`config.mk`:
```
export PLATFORM = sky130hd
export DESIGN_NAME = ram2_index_reader
export DESIGN_NICKNAME = d
export VERILOG_FILES = /design/src/rtl/ram2_index_reader.sv
export SDC_FILE = /design/constraint.sdc
export NUM_CORES = 1
export LEC_CHECK = 0
export BUFFER_PORTS_ARGS = -buffer_cell sky130_fd_sc_hd__buf_2
export CAP_MARGIN = 10
export CORE_MARGIN = 8
export CORE_UTILIZATION = 44
export CTS_CLUSTER_SIZE = 24
export DETAILED_ROUTE_END_ITERATION = 10
export PLACE_DENSITY_LB_ADDON = 0.25
export REMOVE_ABC_BUFFERS = 1
export SYNTH_ARGS = -nofsm -noshare
export SYNTH_HDL_FRONTEND = slang
export SYNTH_SLANG_ARGS = --single-unit
export TNS_END_PERCENT = 100
```
`constraint.sdc`:
```
create_clock -name clk -period 2.89 [get_ports clk]
set_clock_uncertainty 0.2 [all_clocks]
set_input_delay 0.578 -clock clk [delete_from_list [all_inputs] [get_ports clk]]
set_output_delay 0.578 -clock clk [all_outputs]
set_load 0.01 [all_outputs]
```
`src/rtl/ram2_index_reader.sv`:
```
//==============================================================================
// Module      : ram2_index_reader
// Description : Decompress-side reader for the codebook-index RAM (RAM2).
//               For every image block it fetches the block's codebook index
//               from RAM2 and copies the matching codeword pixels from the
//               codebook RAM (RAM1) into the reconstructed-image RAM (RAM3).
//               RAM2 is only ever read.
// Revision    : 1.0 - initial release
//------------------------------------------------------------------------------
// Ports
//   clk      in   clock
//   rst      in   asynchronous active-high reset
//   start    in   begin decoding one image (sampled in IDLE only)
//   RAM2_A   out  index-RAM read address (block number)
//   RAM2_WE  out  index-RAM write enable, tied low
//   RAM2_Q   in   index-RAM read data
//   CB_A     out  codebook address = idx*BLOCK_PIX + pixel
//   CB_Q     in   codebook read data
//   RAM3_A   out  reconstructed-image write address
//   RAM3_D   out  reconstructed-image write data
//   RAM3_WE  out  reconstructed-image write enable
//   busy     out  high while an image is being decoded
//   done     out  one-cycle completion pulse
//==============================================================================
`default_nettype none

module ram2_index_reader #(
    parameter int ADDR_W     = 20,
    parameter int IDX_W      = 8,
    parameter int PIX_W      = 8,
    parameter int BLOCK_PIX  = 16,
    parameter int NUM_BLOCKS = 16384,
    parameter int RD_LAT     = 2
) (
    input  logic                                 clk,
    input  logic                                 rst,
    input  logic                                 start,
    output logic [ADDR_W-1:0]                    RAM2_A,
    output logic                                 RAM2_WE,
    input  logic [IDX_W-1:0]                     RAM2_Q,
    output logic [IDX_W+$clog2(BLOCK_PIX)-1:0]   CB_A,
    input  logic [PIX_W-1:0]                     CB_Q,
    output logic [ADDR_W-1:0]                    RAM3_A,
    output logic [PIX_W-1:0]                     RAM3_D,
    output logic                                 RAM3_WE,
    output logic                                 busy,
    output logic                                 done
);

    localparam int PIX_AW = $clog2(BLOCK_PIX);
    localparam int CNT_W  = $clog2(RD_LAT + 2);

    localparam logic [ADDR_W-1:0] C_LAST_BLK   = ADDR_W'(NUM_BLOCKS - 1);
    localparam logic [CNT_W-1:0]  C_WAIT_LAST  = CNT_W'(RD_LAT);
    localparam logic [CNT_W-1:0]  C_DRAIN_LAST = CNT_W'(RD_LAT + 1);
    localparam logic [PIX_AW-1:0] C_PIX_LAST   = PIX_AW'(BLOCK_PIX - 1);

    typedef enum logic [2:0] {
        S_IDLE  = 3'd0,
        S_FETCH = 3'd1,
        S_WAIT  = 3'd2,
        S_COPY  = 3'd3,
        S_DRAIN = 3'd4,
        S_DONE  = 3'd5
    } state_t;

    state_t                         state_q;
    logic [ADDR_W-1:0]              blk_q;
    logic [PIX_AW-1:0]              pix_q;
    logic [IDX_W-1:0]               idx_q;
    logic [CNT_W-1:0]               cnt_q;
    logic [ADDR_W-1:0]              ram2_a_q;
    logic [IDX_W+PIX_AW-1:0]        cb_a_q;
    logic                           busy_q;
    logic                           done_q;

    // Write pipeline: one stage per cycle of codebook read latency, each
    // carrying "this slot holds a pixel" and the pixel offset inside the block.
    logic [RD_LAT-1:0]              dl_v_q;
    logic [PIX_AW-1:0]              dl_p_q [RD_LAT];
    logic [ADDR_W-1:0]              ram3_a_q;
    logic [PIX_W-1:0]               ram3_d_q;
    logic                           ram3_we_q;

    logic [ADDR_W-1:0]              w_ram3_a;

    // blk*BLOCK_PIX + p as a shift/concatenation, truncated to ADDR_W.
    assign w_ram3_a = {blk_q[ADDR_W-PIX_AW-1:0], dl_p_q[RD_LAT-1]};

    //--------------------------------------------------------------------------
    // Block sequencer
    //--------------------------------------------------------------------------
    always_ff @(posedge clk or posedge rst) begin
        if (rst) begin
            state_q  <= S_IDLE;
            blk_q    <= '0;
            pix_q    <= '0;
            idx_q    <= '0;
            cnt_q    <= '0;
            ram2_a_q <= '0;
            cb_a_q   <= '0;
            busy_q   <= 1'b0;
            done_q   <= 1'b0;
        end else begin
            case (state_q)
                S_IDLE: begin
                    if (start) begin
                        blk_q    <= '0;
                        ram2_a_q <= '0;
                        busy_q   <= 1'b1;
                        state_q  <= S_FETCH;
                    end
                end

                // Address has been on RAM2_A since the previous edge.
                S_FETCH: begin
                    cnt_q   <= CNT_W'(1);
                    state_q <= S_WAIT;
                end

                // RAM2_Q is valid in the cycle where cnt_q reaches RD_LAT.
                S_WAIT: begin
                    if (cnt_q == C_WAIT_LAST) begin
                        idx_q   <= RAM2_Q;
                        cb_a_q  <= {RAM2_Q, {PIX_AW{1'b0}}};
                        pix_q   <= PIX_AW'(1);
                        state_q <= S_COPY;
                    end else begin
                        cnt_q <= cnt_q + CNT_W'(1);
                    end
                end

                // One codebook address per cycle; leave once the last pixel
                // address of the codeword is on the bus.
                S_COPY: begin
                    if (cb_a_q[PIX_AW-1:0] == C_PIX_LAST) begin
                        cnt_q   <= CNT_W'(1);
                        state_q <= S_DRAIN;
                    end else begin
                        cb_a_q <= {idx_q, pix_q};
                        pix_q  <= pix_q + PIX_AW'(1);
                    end
                end

                // Let the outstanding codebook reads reach RAM3.
                S_DRAIN: begin
                    if (cnt_q == C_DRAIN_LAST) begin
                        if (blk_q == C_LAST_BLK) begin
                            busy_q  <= 1'b0;
                            done_q  <= 1'b1;
                            state_q <= S_DONE;
                        end else begin
                            blk_q    <= blk_q + ADDR_W'(1);
                            ram2_a_q <= blk_q + ADDR_W'(1);
                            state_q  <= S_FETCH;
                        end
                    end else begin
                        cnt_q <= cnt_q + CNT_W'(1);
                    end
                end

                // start is deliberately not sampled here; a held start is
                // seen one cycle later in IDLE.
                S_DONE: begin
                    done_q  <= 1'b0;
                    state_q <= S_IDLE;
                end

                default: begin
                    state_q <= S_IDLE;
                end
            endcase
        end
    end

    //--------------------------------------------------------------------------
    // Codebook-read to RAM3-write pipeline
    //--------------------------------------------------------------------------
    always_ff @(posedge clk or posedge rst) begin
        if (rst) begin
            dl_v_q    <= '0;
            for (int k = 0; k < RD_LAT; k++) begin
                dl_p_q[k] <= '0;
            end
            ram3_a_q  <= '0;
            ram3_d_q  <= '0;
            ram3_we_q <= 1'b0;
        end else begin
            // CB_A carries a real pixel address exactly in the COPY cycles.
            dl_v_q[0] <= (state_q == S_COPY);
            dl_p_q[0] <= cb_a_q[PIX_AW-1:0];
            for (int k = 1; k < RD_LAT; k++) begin
                dl_v_q[k] <= dl_v_q[k-1];
                dl_p_q[k] <= dl_p_q[k-1];
            end

            ram3_we_q <= dl_v_q[RD_LAT-1];
            if (dl_v_q[RD_LAT-1]) begin
                ram3_a_q <= w_ram3_a;
                ram3_d_q <= CB_Q;
            end
        end
    end

    assign RAM2_A  = ram2_a_q;
    assign RAM2_WE = 1'b0;
    assign CB_A    = cb_a_q;
    assign RAM3_A  = ram3_a_q;
    assign RAM3_D  = ram3_d_q;
    assign RAM3_WE = ram3_we_q;
    assign busy    = busy_q;
    assign done    = done_q;

endmodule

`default_nettype wire
```
* Word-level counts from Yosys, hierarchy flattened
Cells that the tools add are included.
** Operators by class
- Multiply operators :: 0
- Mux-type cells :: 27
- $add $sub $neg :: 3
- Div/mod/pow operators :: 0
- Bitwise gates (word level) :: 0
- Order comparisons :: 0
- Reductions and logical operators :: 12
- Shift-type cells :: 0
- Equal/unequal tests :: 18
** Operators with widths (number)
- 2-to-1 mux 20 bit :: 3
- case mux 20 bit (2 select lines) :: 1
- 2-to-1 mux 12 bit :: 2
- case mux 12 bit (2 select lines) :: 1
- adder 20 x 1 -> 20 bit, second input constant :: 1
- equality test 20 x 14 -> 1 bit, second input constant :: 1
- != test 2 bit, second input constant :: 9
- AND reduction 4 bit :: 4
- 2-to-1 mux 3 bit :: 5
- case mux 3 bit (5 select lines) :: 1
- 2-to-1 mux 4 bit :: 2
- case mux 2 bit (4 select lines) :: 1
- case mux 4 bit (2 select lines) :: 1
- equality test 3 x 2 -> 1 bit, second input constant :: 2
- equality test 3 bit, second input constant :: 2
- 2-to-1 mux 2 bit :: 3
- AND reduction 3 bit :: 2
- nonzero test 2 bit :: 3
- 2-to-1 mux 1 bit :: 5
- adder 4 x 1 -> 4 bit, second input constant :: 1
- equality test 2 bit, second input constant :: 2
- equality test 4 bit, second input constant :: 1
- case mux 1 bit (2 select lines) :: 2
- nonzero test 4 bit :: 1
- other kinds (4) :: 4
** Storage, ports and cells
- Flip-flop bits (word level) :: 90
- Memories kept :: 0
- Input bits :: 19
- Bits in latches :: 0
- Output and inout bits :: 64
- Bits in read-only memories :: 0
- Logic and storage cells :: 74
- Memory bits (writable) :: 0

* Depth between registers and ports, before layout
Gate-level depths: netlist (run 1).
- Depth after elaboration :: 4
- Mapped depth :: 8
- Depth with buffers taken out :: 7

* Worst setup path before layout (run 1)
Ideal clock, no wire load.
- Kind :: register to register
- Start :: register RAM2_A[14] (netlist name)
- End :: register ram2_a_q[16] (netlist: RAM2_A[16])
- Setup time :: 110 ps
- Setup slack :: 704 ps
- Stages on the path, launching flop included :: 7
- Clock period less this slack :: 2186 ps
- Buffers on the path :: 1
- Required time :: 2580 ps
- Arrival time :: 1876 ps
- Cell sequence :: dfrtp_1 or4_4 nor4_4 a41o_4 buf_12 o21ai_1 o41ai_1
** RTL lines
- end signal, assigned :: line 154 : ram2_a_q <= blk_q + ADDR_W'(1);
- end, declared :: line 72 : logic [ADDR_W-1:0] ram2_a_q;

* Final worst setup path (run 1)
- Start :: register cnt_q[0]
- End :: register ram2_a_q[15] (netlist: RAM2_A[15])
** Between the ends
- Longest elaborated chain between the ends :: 3
** RTL lines
- start, declared :: line 71 : logic [CNT_W-1:0] cnt_q;
- start signal, assigned :: line 129 : cnt_q <= cnt_q + CNT_W'(1);
- start signal, assigned :: line 158 : cnt_q <= cnt_q + CNT_W'(1);
- equality test 2 bit :: line 147 : if (cnt_q == C_DRAIN_LAST) begin
- != test 2 bit (no line)
- AND reduction 4 bit (no line)
Every way passes these cells.
A chain may end at the register's enable or synchronous reset.

==> results of run 1 <==
[registers in the layout, summed over array words and instances, names as in the netlist, 3 cells and up]
signal and cells:
state_q 3, pix_q 4, idx_q 8, RAM2_A 20, dl_p_q 8, RAM3_A 20
RAM3_D 8, CB_A 12
[cell families after synthesis]
kind of cell	share of synthesized area (%)
AO/OA/AOI/OAI	12.8
XOR/XNOR	0.447
adder cells (fa/ha/maj)	1.28
buffers and inverters	2.87
flip-flops	57.4
multiplexers	13.5
other	0.0956
AND/OR/NAND/NOR	11.7
[worst max-delay path: stages, from the launching register on]
cell and delay (ps):
dfrtp_1 430, ha_1 300, mux2_2 190, nand2_1 170, a41o_4 400, or4_1 520, o21ai_1 80
[per-stage QoR]
step                      cells  total power [W]  setup WS [ps]  TNS [ps]
after floorplan             316          0.00135           -223    -22600
final                       530          0.00238            526         0
after global routing        530          0.00248            394         0
after CTS                   530          0.00242            515         0
after global placement      514          0.00138            615         0
after detailed placement    514          0.00139            554         0
[cell type report]
class	count	area, um2
inverters	6	23.8
repair buffers	90	485
flip-flops and latches	90	2250
fillers	786	3960
clock buffers	12	145
multi-input cells	220	1580
clock inverters	4	98.8
well taps	108	135
[power by group through the flow]
stage	clock network (W)	logic [W]	registers, W
finish	0.00102	0.0000751	0.00128
global route	0.00111	0.0000873	0.00129
CTS	0.00105	0.0000789	0.00128
detailed placement	0	0.0000788	0.00131
global placement	0	0.0000773	0.00131
floorplan	0	0.0000345	0.00131
[placed cells by master, fill, tap and decap left out, types with 5 or more instances in the layout]
cell / netlist / routed
o31ai_1: 11 / 11
nor3_1: 5 / 5
mux2_2: 38 / 38
a21oi_1: 9 / 9
and3_1: 6 / 6
dfrtp_1: 90 / 90
clkbuf_8: 0 / 10
mux2i_1: 10 / 10
nand3_1: 10 / 10
buf_4: 1 / 8
nand2_1: 34 / 34
nor2_1: 13 / 12
o21ai_0: 23 / 23
nand4_1: 5 / 5
inv_1: 6 / 5
buf_2: 5 / 81
o21ai_1: 9 / 9
o21ai_2: 8 / 8
[path summary, 6_finish.rpt]
path	from	endpoint	depth (start not counted)
max reg2reg	cnt_q[0]$_DFFE_PP0P_	RAM2_A[15]$_DFFE_PP0P_	6
min reg2reg	dl_p_q[6]$_DFF_PP0_	dl_p_q[2]$_DFF_PP0_	0
min in group clk	dl_p_q[6]$_DFF_PP0_	dl_p_q[2]$_DFF_PP0_	0
min	rst	RAM3_D[0]$_DFFE_PP0P_	2
max	cnt_q[0]$_DFFE_PP0P_	RAM2_A[15]$_DFFE_PP0P_	6
max in group asynchronous	rst	idx_q[1]$_DFFE_PP0P_	3
[layer usage]
layer | vias up | wire length [um] | GRT usage, %
li1 | 1369 | - | -
met1 | 1346 | 3740 | 17.6
met2 | 70 | 4090 | 22.5
met3 | 4 | 483 | 5.14
met4 | 0 | 38 | 3.60
met5 | - | 0 | 0
==> summary.md, run 1 <==
| Metric | Value |
|---|---|
| CTS tree | built |
| Leakage | 2.07 nW |
| Via/cell ratio | 5.26 |
| Seq/Total Area, Yosys | a little under three fifths |
| Synth top area share | 57.4% |
| Cell accounting for the most synthesized area | dfrtp_1 |
| Worst Tran Pin Value | ~620 ps |
| Final #Nets | 440 |
| List of most frequent post-synthesis cells | 90 x dfrtp_1, 38 x mux2_2, 34 x nand2_1 |
| Avg Inst Size Synth | 11.8 um2 |
| # setup viols final | 0 |
| P&R area growth vs syn | 20.2% |
| Final max-slew violation count | 0 |
| Sink Count | 90 |
| Gp weighted congestion | about 0.80 |
| CP required | between 2000 and 3000 ps |
| Die Span X | approximately 110 um |
| Final hold violation count | 0 |
| Largest net degree at the start of global routing | between 50 and 60 |
| Worst path arrival time | around 2400 ps |
| Port Buffer Count | 81 |
| Clock transition at path regs | around 90 ps |
| Die Y-Extent | 110 um |
| Io pins | 83 |
| Number of global-route vias before repair | between 2,000 and 3,000 |
| Routed WL per cell | between 15 and 20 um |
| DRT iter0 DRCs | around 120 |
| Final ANT Viol Nets | 0 |
| CTS Buffer Depth | 2 |
| Cts repair resizes | 0 |
| RSZ-0062 raised after global routing | no |
| TritonCTS Buffers | 9 |
| Ant diodes | 0 |
| Initial Util | 45.2% |
| Skew-Pair Late Insertion Delay | about 350 ps |
| Share of cells above drive strength 1 | a little under two fifths |
| Switching portion of total power | about a fifth |
| Seq pwr share | about 54% |
| Min Clock Period, post-route | between 2000 and 2500 ps |
| Synth area leaders | dfrtp_1 57%, mux2_2 11%, nand2_1 3.3% |
| Initial DRT Pass Iterations | 4 |
| Via count | 2,789 |
| Status | complete, no violations |
| Die area | ~0.012 mm2 |
| Postcts setup bufs | 0 |
| Post-synth ARST share | 100% |
| Fmax | 423 MHz |
| Post-Syn Area | between 0.003 and 0.004 mm2 |
| Worst VDD drop | roughly 0.25 mV |
| Mapped Cells | 333 |
| Top FF cell, synth | dfrtp_1 |
| Residual DRC count | 0 |
| Detail Placement HPWL | 6030 um |
| Initial antenna violation count | 0 |
| Ys Warns | 0 |
| Routed WL | about 8400 um |
| Most common cell in the netlist | dfrtp_1 |
| Max-cap violation count | 0 |
| Kind of critical path | register to register |
| Cell Rows | 34 |
| Hold WC Path Type | input port to async pin |
| #FFs+latches synth | 90 |
| EDFF count, synth | 0 |
| Wire length of the first global-routing pass | 14,400 um |
| Reg-to-reg slack, setup | between 500 and 600 ps |
| Number of distinct library cells after synthesis | 43 |
| Fin util | between 50 and 60% |
| Worst setup SP type | register |
| Internal | around 0.0019 W |
| Slew headroom | about three fifths |
| Gr ovfl total | 0 |
| Clock share of power | a little over two fifths |
| Fin area | between 0.004 and 0.005 mm2 |
| Hold_ws | roughly 65 ps |
| Critical Path End Type | register |
| Comb power frac | under 10% |
| Power Density | roughly 500 mW/mm2 |
| Maximum fanout along the worst path | 18 |
| Area after DPL | about 0.0045 mm2 |
| H-tree depth | 3 |
| Psw | around 0.00047 W |
| GRT Util Overall | between 10% and 20% |
| Hold_buf cts | 0 |
| Root Buffer | clkbuf_8 |
| Core area | 0.00868 mm2 |
| Fin crit share | roughly four fifths |
(Power assumes the default switching activity.)
==> inputs of run 2 (changes only) <==
Clock period 2.89 ns to 2.1 ns, I/O delays scaled along.
==> run 2 against run 1 <==
Compared with the run above:
- sequential power up 38%
- clock power increased by 38%
- global-route usage up 0.46 points
- worst hold slack improved by 23 ps
- non-clock buffer count grew 41
- via count is 8.9% higher
- die area unchanged
- clock-buffer cell count down 3
- flip-flop and latch count unchanged
- cell area grew 9.0%
- the flow now finishes with violations (negative setup slack)
- critical path depth stayed put
- routed wire length grew 6.2%
==> summary.md, run 2 (synthesized netlist as in run 1, its figures left out) <==
| Metric | Value |
|---|---|
| Worst setup SP type | register |
| Worst path arrival time | 2170 ps (-260 ps) |
| Slew headroom | 63.2% (+4.9 points) |
| Final TNS setup | -348 ps (-348 ps) |
| Psw | 0.000692 W (+47%) |
| H-tree depth | 3 (unchanged) |
| # setup viols final | 13 (+13) |
| Initial Util | 45.2% (unchanged) |
| Maximum fanout along the worst path | 6 (-12) |
| Power Density | 639 mW/mm2 (+27%) |
| Max-cap violation count | 0 (unchanged) |
| Clock share of power | 42.9% (about the same) |
| Die Span X | 110 um (unchanged) |
| Final max-slew violation count | 0 (unchanged) |
| Clock transition at path regs | 90 ps (about the same) |
| Commonest non-fill, non-tap cell in the layout | dfrtp_1 |
| Worst Tran Pin Value | 548 ps (-75.7 ps) |
| Final WS setup | -45.1 ps (-571 ps) |
| Status | complete, but fails checks |
| Gr ovfl total | 0 (unchanged) |
| RSZ-0062 raised after global routing | yes |
| Die area | 0.0122 mm2 (unchanged) |
| Largest stage delay, worst path | 550 ps (+30 ps) |
| Slowest CP cell | or4_4 |
| Number of global-route vias before repair | 3,140 (+11%) |
| Routed WL per cell | 15.6 um (-1.2%) |
| Skew-Pair Late Insertion Delay | 360 ps (about the same) |
| Cell Rows | 34 (unchanged) |
| Largest net degree at the start of global routing | 36 (-38%) |
| Sink Count | 90 (unchanged) |
| Final #Nets | 481 (+9.3%) |
| Comb power frac | 3.4% (+0.2 points) |
| P&R area growth vs syn | 31.0% |
| Kind of critical path | register to register |
| Leakage | 2.27 nW (+9.7%) |
| TritonCTS Buffers | 9 (unchanged) |
| Hold path start | CB_Q[0] |
| Via/cell ratio | 5.33 (+1.3%) |
| Internal | 0.00259 W (+36%) |
| Area after DPL | 0.00478 mm2 (+6.9%) |
| Critical R2R Launch | RAM2_A[17]$_DFFE_PP0P_ |
| CTS tree | built |
| Fin util | 59.2% (+4.9 points) |
| Fmax | 466 MHz (+10%) |
| Fin crit share | 102% (+20 points) |
| Filler cell count | 767 (-2.4%) |
| Hold WC Path Type | input port to register |
| Seq pwr share | 53.7% (-0.3 points) |
| Port Buffer Count | 81 (unchanged) |
| Initial antenna violation count | 0 (unchanged) |
| Worst VDD drop | 0.382 mV (+55%) |
| Final hold violation count | 0 (unchanged) |
| Share of cells above drive strength 1 | 46.3% (+8.4 points) |
| Via count | 3,038 (+8.9%) |
| Final Non-Filler Cells | 570 (+7.5%) |
| Switching portion of total power | 21.1% (+1.3 points) |
| M3 GR Usage | 4.65% (-0.49 points) |
| Busiest grt layer | met2 |
| Min Clock Period, post-route | 2150 ps (-219 ps) |
| CTS Buffer Depth | 2 (unchanged) |
| Placed cell count | 552 (+7.4%) |
| Critical Path Start | RAM2_A[17]$_DFFE_PP0P_ |
| Critical Path End Type | register |
| Worst path cell trace | or4_4 > nor4_4 > buf_4 > a21o_1 > buf_6 > o31ai_4 |
| Die Y-Extent | 110 um (unchanged) |
| Initial DRT Pass Iterations | 6 (+2) |
| Wire length of the first global-routing pass | 15,000 um (+4.3%) |
| Gp weighted congestion | 0.842 (+5.2%) |
| Core area | 0.00868 mm2 (unchanged) |
| Detail Placement HPWL | 6530 um (+8.4%) |
| Ant diodes | 0 (unchanged) |
| CP required | 2120 ps (-840 ps) |
| Io pins | 83 (unchanged) |
| Most frequent cells in the layout | 90 x dfrtp_1, 81 x buf_2, 43 x buf_4 |
| Routed WL | 8880 um (+6.2%) |
| Hold_ws | 87.5 ps (+22.9 ps) |
| Met1 Resource Use GR | 16.9% (-0.70 points) |
| Failing checks | negative setup slack |
| Fin area | 0.00514 mm2 (+9.0%) |
| DRT iter0 DRCs | 76 (-36%) |
| Final ANT Viol Nets | 0 (unchanged) |
| GRT Util Overall | 14.6% (+0.46 points) |
| M2 GR Usage | 24.0% (+1.5 points) |
| Residual DRC count | 0 (unchanged) |
| Root Buffer | clkbuf_8 |
[run 2: final timing paths]
check / endpoint / slack, ps / cells after the start
max in group asynchronous: RAM3_A[12]$_DFFE_PP0P_ / 900 / 4
min in group asynchronous: RAM3_D[0]$_DFFE_PP0P_ / 290 / 3
setup / recovery: RAM2_A[18]$_DFFE_PP0P_ / -50 / 6
hold / removal: RAM3_D[0]$_DFFE_PP0P_ / 90 / 2
hold reg to reg: dl_p_q[2]$_DFF_PP0_ / 160 / 0
setup reg to reg: RAM2_A[18]$_DFFE_PP0P_ / -50 / 6
[run 2: area by class of cell]
type                    count  area, um2  area share, %
flip-flops and latches     90       2250           43.8
multi-input cells         220       1660           32.3
clock inverters             6        115           2.24
well taps                 108        135           2.63
repair buffers            131        832           16.2
clock buffers               9        124           2.41
inverters                   6       23.8          0.463
[run 2: through the flow]
stage	total power [W]	setup WS, ps
2_1_floorplan	0.00186	-992
3_3_place_gp	0.00191	14.1
5_1_grt	0.00340	-114
3_5_place_dp	0.00192	-65.2
4_1_cts	0.00332	-33.8
6_report	0.00329	-45.1
[run 2: worst max-delay path: cells and delay by family, from the launching register on]
| family | cells | cell delay, ps |
|---|---|---|
| and+or+nand+nor | 2 | 860 |
| AOI/OAI and AO/OA | 2 | 230 |
| buffers and inverters | 2 | 340 |
| DFF | 1 | 390 |
[run 2: what timing repair did]
action	CTS	global route
endpoints found under the setup margin	13	26
pin swaps	8	9
resized for setup	6	12
endpoints found under the hold margin	49	0
hold buffers	1	0
setup buffers	2	0
[run 2: power by group through the flow]
| stage | sequential (W) | combinational [W] | clock [W] |
|---|---|---|---|
| floorplan | 0.00181 | 0.0000475 | 0 |
| global placement | 0.00180 | 0.000111 | 0 |
| detailed placement | 0.00180 | 0.000115 | 0 |
| CTS | 0.00177 | 0.000116 | 0.00144 |
| global route | 0.00177 | 0.000127 | 0.00151 |
| finish | 0.00177 | 0.000111 | 0.00141 |
[run 2: routing by layer]
layer  up-vias  routed length [um]
met3        15                 510
met5         -                   0
met1      1491                3800
li1       1461                   -
met2        71                4380
met4         0                 176
